**config.mk**
```make
export PLATFORM = sky130hd
export DESIGN_NAME = uart_frame_rx
export DESIGN_NICKNAME = d
export VERILOG_FILES = /design/src/rtl/uart_bridge_pkg.sv /design/src/rtl/sync_fifo.sv /design/src/rtl/uart_frame_rx.sv
export SDC_FILE = /design/constraint.sdc
export NUM_CORES = 1
export LEC_CHECK = 0
export BUFFER_PORTS_ARGS = -buffer_cell sky130_fd_sc_hd__clkbuf_2
export CORE_ASPECT_RATIO = 1.75
export CORE_MARGIN = 1
export CORE_UTILIZATION = 60
export DETAILED_ROUTE_END_ITERATION = 16
export PLACE_DENSITY = 0.78
export SETUP_SLACK_MARGIN = 0.15
export SLEW_MARGIN = 20
export SYNTH_ARGS = -nofsm -noshare
export SYNTH_HDL_FRONTEND = slang
export SYNTH_SLANG_ARGS = --single-unit
```
**constraint.sdc**
```tcl
create_clock -name clk -period 2.8 [get_ports clk]
set_input_delay 0.14 -clock clk [delete_from_list [all_inputs] [get_ports clk]]
set_output_delay 0.14 -clock clk [all_outputs]
set_load 0.02 [all_outputs]
```
**src/rtl/uart_bridge_pkg.sv**
```systemverilog
// Shared types and helpers for the UART bus-bridge frame receiver.
package uart_bridge_pkg;

  typedef enum logic [2:0] {
    IDLE,
    START,
    DATA,
    STOP,
    WAIT_IDLE
  } rx_state_t;

  localparam int DEFAULT_CLKS_PER_BIT = 5208;
  localparam int ADDR_LSB             = 0;

  // Payload is {mode, data, addr}: one mode bit above the data and address fields.
  function automatic int calc_pkt_w(input int addr_w, input int data_w);
    return 1 + data_w + addr_w;
  endfunction

  function automatic int mode_pos(input int addr_w, input int data_w);
    return addr_w + data_w;
  endfunction

  function automatic int data_lsb(input int addr_w);
    return addr_w;
  endfunction

endpackage

```
**src/rtl/sync_fifo.sv**
```systemverilog
// Small synchronous FIFO with full/empty flags and a registered head-of-queue output.
module sync_fifo #(
  parameter int WIDTH = 21,
  parameter int DEPTH = 2
) (
  input  logic             clk,
  input  logic             rst,
  input  logic             push,
  input  logic [WIDTH-1:0] wr_data,
  input  logic             pop,
  output logic [WIDTH-1:0] rd_data,
  output logic             full,
  output logic             empty
);

  localparam int PW   = $clog2(DEPTH);
  localparam int CNTW = PW + 1;

  logic [WIDTH-1:0] mem_q [DEPTH];
  logic [WIDTH-1:0] mem_d [DEPTH];
  logic [PW-1:0]    wr_ptr_q, wr_ptr_d, rd_ptr_q, rd_ptr_d;
  logic [CNTW-1:0]  count_q, count_d;
  logic [WIDTH-1:0] rd_data_q, rd_data_d;
  logic             push_ok, pop_ok;

  assign full    = (count_q == CNTW'(DEPTH));
  assign empty   = (count_q == '0);
  assign rd_data = rd_data_q;

  // A pop frees a slot in the same cycle, so a push into a full queue still lands.
  always_comb begin
    pop_ok    = pop && !empty;
    push_ok   = push && (!full || pop_ok);
    mem_d     = mem_q;
    wr_ptr_d  = wr_ptr_q;
    rd_ptr_d  = rd_ptr_q;
    count_d   = count_q + CNTW'(push_ok) - CNTW'(pop_ok);
    rd_data_d = rd_data_q;
    if (push_ok) begin
      mem_d[wr_ptr_q] = wr_data;
      wr_ptr_d        = wr_ptr_q + PW'(1);
    end
    if (pop_ok) begin
      rd_ptr_d = rd_ptr_q + PW'(1);
      if (count_q > CNTW'(1)) begin
        rd_data_d = mem_q[rd_ptr_q + PW'(1)];
      end else if (push_ok) begin
        rd_data_d = wr_data;
      end
    end else if (push_ok && empty) begin
      rd_data_d = wr_data;
    end
  end

  always_ff @(posedge clk) begin
    if (rst) begin
      for (int i = 0; i < DEPTH; i++) mem_q[i] <= '0;
      wr_ptr_q  <= '0;
      rd_ptr_q  <= '0;
      count_q   <= '0;
      rd_data_q <= '0;
    end else begin
      mem_q     <= mem_d;
      wr_ptr_q  <= wr_ptr_d;
      rd_ptr_q  <= rd_ptr_d;
      count_q   <= count_d;
      rd_data_q <= rd_data_d;
    end
  end

endmodule

```
**src/rtl/uart_frame_rx.sv**
```systemverilog
// UART frame receiver: start bit, {mode,data,addr} LSB first, stop bit; frames queued for a bus master.
module uart_frame_rx
  import uart_bridge_pkg::*;
#(
  parameter int ADDR_WIDTH   = 12,
  parameter int DATA_WIDTH   = 8,
  parameter int CLKS_PER_BIT = DEFAULT_CLKS_PER_BIT,
  parameter int FIFO_DEPTH   = 2
) (
  input  logic                  clk,
  input  logic                  rst,
  input  logic                  rx,
  output logic                  pkt_valid,
  input  logic                  pkt_ready,
  output logic                  pkt_mode,
  output logic [ADDR_WIDTH-1:0] pkt_addr,
  output logic [DATA_WIDTH-1:0] pkt_data,
  output logic                  frame_err,
  output logic                  overrun_err
);

  localparam int PKT_W    = calc_pkt_w(ADDR_WIDTH, DATA_WIDTH);
  localparam int MODE_POS = mode_pos(ADDR_WIDTH, DATA_WIDTH);
  localparam int DATA_LSB = data_lsb(ADDR_WIDTH);
  localparam int CW       = $clog2(CLKS_PER_BIT);
  localparam int BW       = $clog2(PKT_W);

  localparam logic [CW-1:0] HALF_M1  = CW'(CLKS_PER_BIT / 2 - 1);
  localparam logic [CW-1:0] FULL_M1  = CW'(CLKS_PER_BIT - 1);
  localparam logic [BW-1:0] LAST_BIT = BW'(PKT_W - 1);

  rx_state_t        state_q, state_d;
  logic             rx_meta_q, rx_meta_d, rx_s_q, rx_s_d;
  logic [CW-1:0]    clk_cnt_q, clk_cnt_d;
  logic [BW-1:0]    bit_cnt_q, bit_cnt_d;
  logic [PKT_W-1:0] shift_q, shift_d;
  logic             frame_err_q, frame_err_d;
  logic             overrun_q, overrun_d;
  logic             push, pop, fifo_full, fifo_empty;
  logic [PKT_W-1:0] head;

  assign pkt_valid   = !fifo_empty;
  assign pop         = pkt_valid && pkt_ready;
  assign pkt_mode    = head[MODE_POS];
  assign pkt_data    = head[DATA_LSB +: DATA_WIDTH];
  assign pkt_addr    = head[ADDR_LSB +: ADDR_WIDTH];
  assign frame_err   = frame_err_q;
  assign overrun_err = overrun_q;

  always_comb begin
    rx_meta_d   = rx;
    rx_s_d      = rx_meta_q;
    state_d     = state_q;
    clk_cnt_d   = clk_cnt_q + CW'(1);
    bit_cnt_d   = bit_cnt_q;
    shift_d     = shift_q;
    frame_err_d = 1'b0;
    overrun_d   = 1'b0;
    push        = 1'b0;
    unique case (state_q)
      IDLE: begin
        clk_cnt_d = '0;
        if (!rx_s_q) state_d = START;
      end
      START: begin
        // Mid-bit check rejects glitches shorter than half a bit.
        if (clk_cnt_q == HALF_M1) begin
          clk_cnt_d = '0;
          bit_cnt_d = '0;
          state_d   = rx_s_q ? IDLE : DATA;
        end
      end
      DATA: begin
        if (clk_cnt_q == FULL_M1) begin
          clk_cnt_d          = '0;
          shift_d[bit_cnt_q] = rx_s_q;
          if (bit_cnt_q == LAST_BIT) begin
            bit_cnt_d = '0;
            state_d   = STOP;
          end else begin
            bit_cnt_d = bit_cnt_q + BW'(1);
          end
        end
      end
      STOP: begin
        if (clk_cnt_q == FULL_M1) begin
          clk_cnt_d = '0;
          if (rx_s_q) begin
            push      = 1'b1;
            overrun_d = fifo_full && !pop;
            state_d   = IDLE;
          end else begin
            frame_err_d = 1'b1;
            state_d     = WAIT_IDLE;
          end
        end
      end
      WAIT_IDLE: begin
        clk_cnt_d = '0;
        if (rx_s_q) state_d = IDLE;
      end
      default: state_d = IDLE;
    endcase
  end

  always_ff @(posedge clk) begin
    if (rst) begin
      rx_meta_q   <= 1'b1;
      rx_s_q      <= 1'b1;
      state_q     <= IDLE;
      clk_cnt_q   <= '0;
      bit_cnt_q   <= '0;
      shift_q     <= '0;
      frame_err_q <= 1'b0;
      overrun_q   <= 1'b0;
    end else begin
      rx_meta_q   <= rx_meta_d;
      rx_s_q      <= rx_s_d;
      state_q     <= state_d;
      clk_cnt_q   <= clk_cnt_d;
      bit_cnt_q   <= bit_cnt_d;
      shift_q     <= shift_d;
      frame_err_q <= frame_err_d;
      overrun_q   <= overrun_d;
    end
  end

  // The final data bit is written on the same edge it is sampled, so shift_q is complete in STOP.
  sync_fifo #(
    .WIDTH(PKT_W),
    .DEPTH(FIFO_DEPTH)
  ) u_fifo (
    .clk    (clk),
    .rst    (rst),
    .push   (push),
    .wr_data(shift_q),
    .pop    (pop),
    .rd_data(head),
    .full   (fifo_full),
    .empty  (fifo_empty)
  );

endmodule

```
==> impl_metrics.ini <==
[worst_setup_path]
path_cells = ha_1 > and4b_1 > a41oi_4 > or4_1 > a21oi_1
critPathCaptureType = register
critPathArrivalTime_ns = 2.69
reg2reg_from = clk_cnt_q[0]
cp.required_ns = 3.14
crit_family = simple AND/OR/NAND/NOR gates
worst-path-buf-inv = 0
path_max_fanout = 42
path_depth = 5
startpoint_type = register
path_class = reg2reg
reg2regPathDepth = 5
cpPeakStageDelay_ns = 0.68
critPathLaunch = clk_cnt_q[0]
slowest_stage = or4_1

[power_and_ir_drop]
peakVddDrop_mv = 0.5544
p_per_area_mw_per_mm2 = 669.0
power_leakage_uw = 0.002510

[timing]
relSlewSlack = 0.2983
finalSetupViolCount = 0
tns_ns = 0
finalWorstPathRequiredPeriod_ns = 2.345
final_hold_viol_count = 0
max_clock_freq_mhz = 426.4
rsz0062_at_grt = no
maxSlewViolCount = 0
fin_ws_ns = 0.4550
worst_pin_slew_ns = 1.049
min_period_over_period = 0.8375
fin_worst_skew_ns = 0.006221

[synth]
synthCells = 583
ys_seq_area_frac = 0.4197
synth_area_mm2 = 0.005390
yosys.area.top_type = dfxtp_1
netlist.area_leader.share = 0.4197
synthTopCellsByArea = dfxtp_1 (42%), mux2i_1 (12%), nand2b_1 (7.5%)
synth_edf_count = 0
synthArstFlopShare = 0
dominantRegCellSynth = dfxtp_1
synth.avg_cell_area_um2 = 9.246
synth_nets = 594
ys.warnings.count = 0
synthDistinctLibCells = 46
synth_seq_cells = 113

[layout]
register_area_mm2 = 0.002262
multi_input_area_mm2 = 0.002856
final_area_mm2 = 0.006111
drive_gt1_frac = 0.1304
nets = 604
utilization = 0.7048
n_antenna_cell = 0
area_growth_pct = 13.37
fillers = 691

[floorplan]
rows = 45
initial_core_util = 0.6216
die_area_mm2 = 0.009382
core-area_mm2 = 0.008671
boundaryPins = 28
die_x_um = 73.65
die_y_um = 127.4

[route]
ant_nets = 0
drt_pass1_iterations = 5
avgViaCountPerCell = 5.986
drcViolationCount = 0
wl_per_cell_um = 16.79
vias = 4328
drt_iter0_markers = 277
routed_wl_um = 12140

[grt]
grt_overflow = 0
grt_pass1_vias = 4305
grt_start_max_net_pins = 54
grt_pass1_wl_um = 20090
grtUsageTotal = 0.2832
antenna_found_initial = 0

[cts]
cts_buffers = 17
cts-root-buf = clkbuf_16
cts_hold_buffers = 1
clk_latency_ns = 0.42
cts_tree = yes
cts_resized = 0
ctsHtreeMaxLevel = 4
clk_path_buf_depth = 2
clk_pin_slew_ns = 0.05
clock-sinks = 113
postCtsSetupRepairBufs = 0

[worst_hold_path]
hp-start = pkt_ready
whs_path_depth = 3
hp-class = in2reg

[placed_design]
dp_slack_ns = 0.4662
placed_cell_area_mm2 = 0.005517
routabilityCongestion = 0.8645
portBuffers = 27
dp_hpwl_um = 7876

[status]
outcome = finished clean

[job]
maxCapViolCount = 0
[worst register-to-register path, delay by kind of cell (launching register included)]
kind,cells,cell delay (ns)
adder cells (fa/ha/maj),1,0.21
flip-flops,1,0.41
AO/OA/AOI/OAI,2,0.62
AND/OR/NAND/NOR,2,1.04
[registers in the layout (all words and copies together) (netlist names)]
name / cells
u_fifo.mem_q: 42
shift_q: 21
u_fifo.rd_data: 21
clk_cnt_q: 13
bit_cnt_q: 5
state_q: 3
u_fifo.count_q: 2
frame_err: 1
overrun_err: 1
rx_meta_q: 1
rx_s_q: 1
u_fifo.rd_ptr_q: 1
u_fifo.wr_ptr_q: 1
[routing by layer]
metal  up-vias  track usage  share of wire
li1       2096            -              -
met3        26      0.07729          0.033
met5         -            0              0
met1      2126       0.2955           0.40
met2        80       0.5008           0.54
met4         0       0.1493          0.028
[cell type report]
| type | instances | area share |
|---|---|---|
| Multi-Input combinational cell | 412 | 0.4674 |
| Clock inverter | 9 | 0.01740 |
| Inverter | 11 | 0.006757 |
| Timing Repair Buffer | 38 | 0.03604 |
| Sequential cell | 113 | 0.3702 |
| Tap cell | 117 | 0.02396 |
| Clock buffer | 23 | 0.07821 |
[placed cells by master, fill, tap and decap left out, types with 4 or more instances in the layout]
| master | n |
|---|---|
| nor3_1 | 10 |
| or4_1 | 26 |
| nand4_1 | 5 |
| buf_4 | 10 |
| clkbuf_2 | 27 |
| dfxtp_1 | 113 |
| nand2b_1 | 65 |
| mux2i_1 | 63 |
| a211oi_1 | 22 |
| ha_1 | 7 |
| clkbuf_16 | 17 |
| nor2_1 | 21 |
| nand2_1 | 8 |
| a21oi_1 | 49 |
| or2_2 | 4 |
| nor2b_1 | 23 |
| and4b_1 | 4 |
| nand3_1 | 29 |
| xnor2_1 | 7 |
| o21ai_0 | 24 |
| inv_1 | 11 |
| xor2_1 | 7 |
| or3_1 | 5 |
[through the flow]
| stage | hold slack (ns) | total power (uW) | std cells |
|---|---|---|---|
| detailed placement | 0.3325 | 2012 | 690 |
| CTS | 0.2087 | 4110 | 723 |
| floorplan | 0.2438 | 1930 | 583 |
| global placement | 0.3255 | 2001 | 690 |
| global route | 0.2352 | 4227 | 723 |
| finish | 0.2199 | 4088 | 723 |
[cells in the mapped netlist, types with 2 or more instances]
cell	count
a211oi_1	22
a21oi_1	49
a2bb2oi_1	3
and2_1	2
and3_1	2
and4_1	2
and4b_1	4
buf_12	2
buf_2	6
buf_6	2
clkbuf_1	35
dfxtp_1	113
ha_1	7
inv_1	11
mux2i_1	63
nand2_1	8
nand2b_1	65
nand3_1	29
nand4_1	5
nor2_1	21
nor2b_1	24
nor3_1	10
nor3b_1	2
nor4_1	2
o211ai_1	3
o21ai_0	24
o32ai_1	3
or2_2	4
or3_1	5
or3b_2	2
or4_1	26
xnor2_1	7
xor2_1	7
[logic make-up after synthesis]
group           after synthesis  share of synthesized area
compound gates              110                     0.1254
xor+xnor                     14                    0.02275
fa+ha+maj                     7                    0.01625
buf+inv                      58                    0.05084
flops                       113                     0.4197
mux                          63                     0.1170
simple gates                218                     0.2481
[power breakdown]
| part | switching [uW] | leakage, uW | internal, uW |
|---|---|---|---|
| Sequential | 32.3 | 0.000910 | 1630 |
| Combinational | 217 | 0.00132 | 110 |
| Clock | 727 | 0.000279 | 1370 |
[worst paths after layout]
kind / to / slack [ns]
worst max-delay path: u_fifo.rd_data[7] / 0.45
worst min-delay path: overrun_err / 0.22
worst max register to register: u_fifo.rd_data[7] / 0.45
worst min register to register: rx_s_q / 0.42
Power figures use the tool's default switching activity.
